`src/rtl/apb_pkg.sv`:
```
// Shared types for the APB4 slave bridge.
//   apb_br_state_e : bridge FSM states
//   apb_resp_t     : latched APB response (read data + error flag)
//   bytes_of()     : bytes per data word for a given data width
package apb_pkg;

  // Widest supported data bus; the response struct is sized for it.
  localparam int unsigned RESP_DW   = 32;
  localparam int unsigned BYTES     = RESP_DW / 8;
  localparam int unsigned ALIGN_LSB = $clog2(BYTES);

  typedef enum logic [1:0] {
    StIdle,
    StReq,
    StWaitAck,
    StDone
  } apb_br_state_e;

  typedef struct packed {
    logic [RESP_DW-1:0] data;
    logic               err;
  } apb_resp_t;

  function automatic int unsigned bytes_of(input int unsigned dw);
    return dw / 8;
  endfunction

endpackage

```
`src/rtl/apb_timeout_cnt.sv`:
```
// Wait-cycle counter for the APB bridge.
//   clk, rst : clock, asynchronous active-high reset
//   clr      : restart the count from zero
//   en       : count this cycle
//   expired  : high in the cycle that would make the count reach TIMEOUT_CYCLES
// With TIMEOUT_CYCLES = 0 the counter is absent and expired is constant 0.
module apb_timeout_cnt #(
  parameter int unsigned TIMEOUT_CYCLES = 64
) (
  input  logic clk,
  input  logic rst,
  input  logic clr,
  input  logic en,
  output logic expired
);

  if (TIMEOUT_CYCLES == 0) begin : g_off
    logic unused_in;
    assign unused_in = ^{clk, rst, clr, en};
    assign expired   = 1'b0;
  end else begin : g_on
    localparam int unsigned CntW = $clog2(TIMEOUT_CYCLES + 1);

    logic [CntW-1:0] cnt_q;

    always_ff @(posedge clk or posedge rst) begin
      if (rst) begin
        cnt_q <= '0;
      end else if (clr) begin
        cnt_q <= '0;
      end else if (en) begin
        cnt_q <= cnt_q + 1'b1;
      end
    end

    // Fires on the last counted cycle so the response lands exactly
    // TIMEOUT_CYCLES cycles after the request cycle.
    assign expired = en && (cnt_q == CntW'(TIMEOUT_CYCLES - 1));
  end

endmodule

```
`src/rtl/apb4_slave_bridge.sv`:
```
// APB4 slave to request/acknowledge register-backend bridge.
//   APB side : psel, penable, pwrite, paddr, pwdata, pstrb -> prdata, pready, pslverr
//   Backend  : be_req pulse with be_we/be_addr/be_wdata/be_wstrb held until the next
//              request; be_ack pulse returns be_rdata/be_err.
// Adds backend wait states, address range/alignment errors and a hang timeout.
// All outputs are registered.
module apb4_slave_bridge #(
  parameter int unsigned ADDR_WIDTH     = 12,
  parameter int unsigned DATA_WIDTH     = 32,
  parameter int unsigned ADDR_SPACE     = 256,
  parameter int unsigned ALIGN_CHECK    = 1,
  parameter int unsigned TIMEOUT_CYCLES = 64
) (
  input  logic                    clk,
  input  logic                    rst,
  input  logic                    psel,
  input  logic                    penable,
  input  logic                    pwrite,
  input  logic [ADDR_WIDTH-1:0]   paddr,
  input  logic [DATA_WIDTH-1:0]   pwdata,
  input  logic [DATA_WIDTH/8-1:0] pstrb,
  output logic [DATA_WIDTH-1:0]   prdata,
  output logic                    pready,
  output logic                    pslverr,
  output logic                    be_req,
  output logic                    be_we,
  output logic [ADDR_WIDTH-1:0]   be_addr,
  output logic [DATA_WIDTH-1:0]   be_wdata,
  output logic [DATA_WIDTH/8-1:0] be_wstrb,
  input  logic                    be_ack,
  input  logic [DATA_WIDTH-1:0]   be_rdata,
  input  logic                    be_err
);
  import apb_pkg::*;

  localparam int unsigned StrbW = bytes_of(DATA_WIDTH);
  localparam logic [ADDR_WIDTH-1:0] LowMask = ADDR_WIDTH'(StrbW - 1);

  apb_br_state_e state_q, state_d;
  apb_resp_t     resp_q, resp_d;

  logic                  addr_bad;
  logic                  capture;
  logic                  cnt_en;
  logic                  timed_out;
  logic                  pready_d;
  logic                  pslverr_d;
  logic [DATA_WIDTH-1:0] prdata_d;

  assign addr_bad = (32'(paddr) >= 32'(ADDR_SPACE)) ||
                    ((ALIGN_CHECK != 0) && ((paddr & LowMask) != '0));

  assign cnt_en = (state_q == StReq) || (state_q == StWaitAck);

  apb_timeout_cnt #(
    .TIMEOUT_CYCLES(TIMEOUT_CYCLES)
  ) u_timeout (
    .clk    (clk),
    .rst    (rst),
    .clr    (capture),
    .en     (cnt_en),
    .expired(timed_out)
  );

  always_comb begin
    state_d = state_q;
    resp_d  = resp_q;
    capture = 1'b0;
    unique case (state_q)
      StIdle: begin
        if (psel && !penable) begin
          if (addr_bad) begin
            state_d = StDone;
            resp_d  = '{data: '0, err: 1'b1};
          end else begin
            state_d = StReq;
            capture = 1'b1;
          end
        end
      end
      StReq, StWaitAck: begin
        if (!psel) begin
          state_d = StIdle;
        end else if (be_ack) begin
          state_d     = StDone;
          resp_d.err  = be_err;
          resp_d.data = (be_we || be_err) ? '0 : RESP_DW'(be_rdata);
        end else if (timed_out) begin
          state_d = StDone;
          resp_d  = '{data: '0, err: 1'b1};
        end else begin
          state_d = StWaitAck;
        end
      end
      StDone: begin
        // Leave only once the master has actually seen pready.
        if (!psel || (penable && pready)) begin
          state_d = StIdle;
        end
      end
      default: state_d = StIdle;
    endcase
  end

  // Coming straight from IDLE (address error) the response is held back one
  // cycle so error transfers also show a single wait state.
  assign pready_d  = (state_d == StDone) && (state_q != StIdle);
  assign pslverr_d = pready_d && resp_d.err;
  assign prdata_d  = pready_d ? resp_d.data[DATA_WIDTH-1:0] : '0;

  always_ff @(posedge clk or posedge rst) begin
    if (rst) begin
      state_q  <= StIdle;
      resp_q   <= '0;
      pready   <= 1'b0;
      pslverr  <= 1'b0;
      prdata   <= '0;
      be_req   <= 1'b0;
      be_we    <= 1'b0;
      be_addr  <= '0;
      be_wdata <= '0;
      be_wstrb <= '0;
    end else begin
      state_q <= state_d;
      resp_q  <= resp_d;
      pready  <= pready_d;
      pslverr <= pslverr_d;
      prdata  <= prdata_d;
      be_req  <= (state_d == StReq);
      if (capture) begin
        be_we    <= pwrite;
        be_addr  <= paddr & ~LowMask;
        be_wdata <= pwdata;
        be_wstrb <= pwrite ? pstrb : '0;
      end
    end
  end

endmodule
```
`config.mk`:
```
export PLATFORM = sky130hd
export DESIGN_NAME = apb4_slave_bridge
export DESIGN_NICKNAME = d
export VERILOG_FILES = /design/src/rtl/apb_pkg.sv /design/src/rtl/apb_timeout_cnt.sv /design/src/rtl/apb4_slave_bridge.sv
export SDC_FILE = /design/constraint.sdc
export NUM_CORES = 1
export LEC_CHECK = 0
export ABC_AREA = 1
export ABC_CLOCK_PERIOD_IN_PS = 4900
export CAP_MARGIN = 0
export CORE_AREA = 8 8 122 124
export CTS_BUF_LIST = sky130_fd_sc_hd__clkbuf_4 sky130_fd_sc_hd__clkbuf_8
export CTS_CLUSTER_DIAMETER = 80
export DETAILED_ROUTE_END_ITERATION = 6
export DIE_AREA = 0 0 130 132
export GPL_ROUTABILITY_DRIVEN = 0
export PLACE_DENSITY = 0.77
export RECOVER_POWER = 25
export SLEW_MARGIN = 20
export SYNTH_ARGS = -nofsm -noshare
export SYNTH_HDL_FRONTEND = slang
export SYNTH_HIERARCHICAL = 1
export SYNTH_SLANG_ARGS = --single-unit
```
`constraint.sdc`:
```
create_clock -name clk -period 4.9 [get_ports clk]
set_input_delay 0.735 -clock clk [delete_from_list [all_inputs] [get_ports clk]]
set_output_delay 0.735 -clock clk [all_outputs]
set_load 0.01 [all_outputs]
```
**Yosys cells after proc, flatten, opt, wreduce, memory -nomap -nowiden**

Index checks and enable logic that the tools add are counted.

- RAM bits: 0
- Bits in read-only memories: 0
- Output and inout bits: 84
- Memories: 0
- Logic and storage cells: 57
- Register bits after elaboration: 124
- Bits in latches: 0

- Add/subtract/negate cells: 1
- Muxes and demuxes: 21
- Shift-type cells: 0
- Magnitude comparators: 1
- Divide/modulo/power cells: 0
- Reductions and logical operators: 16
- Equality and inequality tests: 6
- Multipliers: 0
- Bitwise logic cells: 0

Operators with widths:

| operator | number |
|---|---|
| $mux 33 | 5 |
| $pmux 33 s2 | 1 |
| $mux 32 | 2 |
| $mux 7 | 2 |
| $ge 12x9->1 const B | 1 |
| $reduce_bool 12->1 | 1 |
| $mux 2 | 4 |
| $add 7x1->7 const B | 1 |
| $eq 7x6->1 const B | 1 |
| $eq 2x2->1 const B | 3 |
| $pmux 2 s3 | 1 |
| $logic_and 1x1->1 | 5 |
| $mux 1 | 5 |
| $eq 2x1->1 const B | 2 |
| $logic_or 1x1->1 | 4 |
| $mux 4 | 1 |
| $reduce_bool 2->1 | 2 |
| $logic_not 1->1 | 2 |
| $logic_not 2->1 | 1 |
| $reduce_or 2->1 | 1 |

**Depth between registers and ports, before layout**

- Word-level depth: 10
- Mapped depth: 14
- Gate-level depth less buffers: 13

**By module**

The synthesis kept the hierarchy.

Modules (own cells, without submodules):

| module | cells each | sequential area each (µm²) | area an instance (µm²) | instances |
|---|---|---|---|---|
| apb4_slave_bridge | 463 | 2927.8 | 4530.6 | 1 |
| apb_timeout_cnt | 50 | 175.2 | 389.1 | 1 |

**Least setup slack after synthesis**

Ideal clock, no wire load.

- Path type: register to register
- From: reg state_q[0]
- To: reg prdata[23]
- Path buffers: 1
- Library setup time: 0.077 ns
- Period minus slack after synthesis: 1.973 ns
- Data required time: 4.823 ns
- Slack: 2.927 ns
- Arrival time: 1.896 ns
- Cell stages (with the launch flop): 14
- Cell sequence: dfrtp_1 -> inv_1 -> ha_1 -> inv_1 -> nor2_2 -> nand3b_2 -> inv_1 -> nand2_1 -> nand2_1 -> nand2_1 -> a21oi_2 -> nand3_2 -> buf_6 -> a21oi_1

- Word-level cells in the longest chain between the ends: 10

RTL lines:

| item | line | RTL |
|---|---|---|
| start: declaration | apb4_slave_bridge.sv:39 | `apb_br_state_e state_q, state_d;` |
| start signal: assignment | apb4_slave_bridge.sv:113 | `state_q <= StIdle;` |
| start signal: assignment | apb4_slave_bridge.sv:124 | `state_q <= state_d;` |
| $eq 2x1->1 / $eq 2x2->1 (equally long branches) | apb4_slave_bridge.sv:53 | `assign cnt_en = (state_q == StReq) \|\| (state_q == StWaitAck);` |
| $logic_or 1x1->1 (*) | apb4_slave_bridge.sv:53 |  |
| named net cnt_en | apb4_slave_bridge.sv:44 | `logic cnt_en;` |
| $logic_and 1x1->1 (*) | apb_timeout_cnt.sv:38 | `assign expired = en && (cnt_q == CntW'(TIMEOUT_CYCLES - 1));` |
| named net timed_out | apb4_slave_bridge.sv:45 | `logic timed_out;` |
| $mux 1 | apb4_slave_bridge.sv:88 | `end else if (timed_out) begin` |
| $mux 1 | apb4_slave_bridge.sv:84 | `end else if (be_ack) begin` |
| $mux 2 | apb4_slave_bridge.sv:82 | `if (!psel) begin` |
| $pmux 2 s3 | apb4_slave_bridge.sv:69 | `unique case (state_q)` |
| $eq 2x2->1 | apb4_slave_bridge.sv:107 | `assign pready_d = (state_d == StDone) && (state_q != StIdle);` |
| $logic_and 1x1->1 | apb4_slave_bridge.sv:107 |  |
| $mux 32 (*) | apb4_slave_bridge.sv:109 | `assign prdata_d = pready_d ? resp_d.data[DATA_WIDTH-1:0] : '0;` |
| named net prdata_d[23] | apb4_slave_bridge.sv:48 | `logic [DATA_WIDTH-1:0] prdata_d;` |
| end signal: assignment | apb4_slave_bridge.sv:128 | `prdata <= prdata_d;` |
| end: declaration | apb4_slave_bridge.sv:22 | `output logic [DATA_WIDTH-1:0] prdata,` |

Mark *: on every way through the listed nets, which the timed path passes. The rest lies on a longest branch.
A chain may end at the register's enable or synchronous reset.

==> results.toml <==
[detailed_routing]
drc_errors = 0
wl_um = 13300
via_per_inst = 4.79
final_antenna_net_count = 0
drt_iter0_drc = 202
vias = 4171
firstDrtPassIters = 4
drt-wirelength-per-cell_um = 15.3

[pwr]
p_int_mw = 1.81
power.density_nw_per_um2 = 375
ir_worst_vdd_mv = 0.184
p_sw_share_pct = 31.8
power_switching_mw = 0.848
leakagePower_nw = 3.50
power_frac_comb_pct = 24.6
power.share.clock_pct = 31.5
pwr-share-seq_pct = 43.9

[synthesis]
synth_cell_types = 26
postSynthAreaPerCell_um2 = 9.59
netlist_instances = 513
netlist_top_cells_area = "dfrtp_1 (63%), nand2_1 (15%), o21ai_0 (4.7%), a21oi_2 (2.8%), a21oi_1 (2.2%)"
yosysTopAreaCell = "dfrtp_1"
synth-seq-area-share_pct = 63.1
synth_top_area_share_pct = 63.1
syn_area_um2 = 4920
ys.warnings.count = 6
synth_seq_cells = 124

[setup_path]
crit_family = "buffers and inverters"
rr_worst_depth = 12
cpMaxStageDelayCell = "clkbuf_2"
cpPeakStageDelay_ns = 1.90
crit_buf_inv = 3
worstSetupPathType = "primary input to asynchronous set/reset pin"
critPathArrivalTime_ns = 3.45
cp_max_fo = 117
path_cells = "dlygate4sd3_1, clkinvlp_2, clkbuf_2"
worst_setup_path_start_kind = "primary input"
cp.depth = 3
endpoint_kind = "asynchronous set/reset pin"
required_ns = 4.83

[sta]
final.min_clock_period_ns = 3.52
max_freq_mhz = 284
fin_setup_tns_ns = 0
hold_viol = 0
timing.final.crit_share_pct = 71.9
slew_headroom_pct = -86.3
worst_slew_pin_slew_ns = 2.79
rsz0062_at_grt = "no"
maxSlewViolCount = 118
clock_skew_ns = 0.0112
finalSetupViolCount = 0

[worst_hold_path]
hold_class = "flop to flop"
hold_path_depth = 2

[global_route]
grt_antenna_before_repair = 0
grt_pass1_vias = 4347
grt_pass1_wl_um = 21300
grt_usage_pct = 15.7
grt_max_degree = 118
grt_overflow = 0

[place]
placement.io_buffers = 168
place_hpwl_um = 9630
place_inst = 837

[run]
maxCapViolCount = 1

[die]
core.rowCount = 42
io_pins = 171
core_um2 = 13000
die_width_um = 130
dieHeight_um = 132
start_util_pct = 37.9
die_area_um2 = 17200

[clocking]
root_buffer = "clkbuf_8"
clock-sinks = 124
clk_pin_slew_ns = 0.06
cts_setup_buffers = 0
cts_hold_buffers = 0
clock_latency_ns = 0.43
cts_tree = "done"
cts_resized = 0
h-tree-depth = 4
cts.path.max_buffers = 2
cts_made_buffers = 17

[layout]
drive_gt1_share_pct = 10.2
fin_cells = 870
layout_commonest_cell = "nand2_1"
num_antenna_cells = 0
area_growth_syn_to_layout_pct = 44.1
nNetsFinal = 771
mostFrequentLayoutCells = "nand2_1 (201), clkdlybuf4s50_1 (167), dfrtp_1 (124)"

[outcome]
outcome = "complete, but fails checks"
violations = "capacitance limit, slew limit"
==> final timing paths <==
check / start / end / slack (ns)
worst max-delay path: rst / prdata[8]$_DFF_PP0_ / 1.38
worst min-delay path: resp_q[23]$_DFF_PP0_ / resp_q[23]$_DFF_PP0_ / 0.47
worst max register to register: state_q[0]$_DFF_PP0_ / prdata[20]$_DFF_PP0_ / 1.95
worst min register to register: resp_q[23]$_DFF_PP0_ / resp_q[23]$_DFF_PP0_ / 0.47
max in group clk: state_q[0]$_DFF_PP0_ / prdata[20]$_DFF_PP0_ / 1.95
min in group asynchronous: rst / u_timeout/g_on.cnt_q[6]$_DFFE_PP0P_ / 0.74
==> state kept, by name, summed over array words and instances, names as in the netlist <==
name	count
be_addr	10
u_timeout/g_on.cnt_q	7
prdata	32
pslverr	1
be_we	1
resp_q	33
pready	1
be_wstrb	4
be_req	1
be_wdata	32
state_q	2
==> stage by stage <==
stage | utilization (%) | instance area [µm²] | power [mW] | worst slack, ns | hold slack (ns)
finish | 54.6 | 7090 | 2.66 | 1.38 | 0.472
global placement | 51.7 | 6710 | 1.81 | 1.74 | 0.449
CTS | 54.6 | 7090 | 2.68 | 1.94 | 0.472
floorplan | - | 4920 | 1.59 | 1.06 | 0.437
global route | 54.6 | 7090 | 2.81 | 0.854 | 0.497
detailed placement | 51.7 | 6710 | 1.84 | 1.64 | 0.454
==> synthesized netlist by cell type (all sizes together) <==
| master | n |
|---|---|
| nand4 | 1 |
| a21oi | 38 |
| ha | 3 |
| nand2 | 209 |
| o21ai | 47 |
| inv | 25 |
| a21o | 1 |
| conb | 1 |
| nor3 | 1 |
| nor2 | 22 |
| clkbuf | 8 |
| o21bai | 1 |
| dfrtp | 124 |
| nand3b | 1 |
| buf | 16 |
| nand3 | 14 |
| o31ai | 1 |
==> routing by layer <==
metal | global-route usage (%) | up-vias | part of all wire, %
met2 | 25.7 | 183 | 47
met5 | 0 | - | 0
met3 | 5.66 | 19 | 8.6
met4 | 5.94 | 0 | 1.5
met1 | 18.3 | 2012 | 43
li1 | - | 1957 | -
==> power by group through the flow <==
stage,combinational [mW],clock (mW),sequential (mW)
6_report,0.654,0.839,1.17
2_1_floorplan,0.393,0,1.20
3_5_place_dp,0.649,0,1.19
5_1_grt,0.722,0.913,1.18
3_3_place_gp,0.623,0,1.18
4_1_cts,0.651,0.864,1.17
==> cell type report <==
class,instances,area [µm²]
clock inverter,11,92.6
tap,176,220
fill,1190,5890
timing repair buffer,172,1720
inverter,25,95.1
multi-input combinational,341,1570
sequential,124,3100
clock buffer,21,289
==> logic make-up after synthesis <==
kind of cell | count (synthesis) | share of synthesized area (%)
compound gates | 88 | 10.4
other cells | 1 | 0.0762
buf+inv | 49 | 5.19
fa+ha+maj | 3 | 0.763
flops | 124 | 63.1
simple gates | 248 | 20.5
==> worst min-delay path, delay by kind of cell, from the launching register on <==
kind | cells | cell delay [ns]
flip-flops | 1 | 0.32
AND/OR/NAND/NOR | 2 | 0.12
Power figures use the tool's default switching activity.
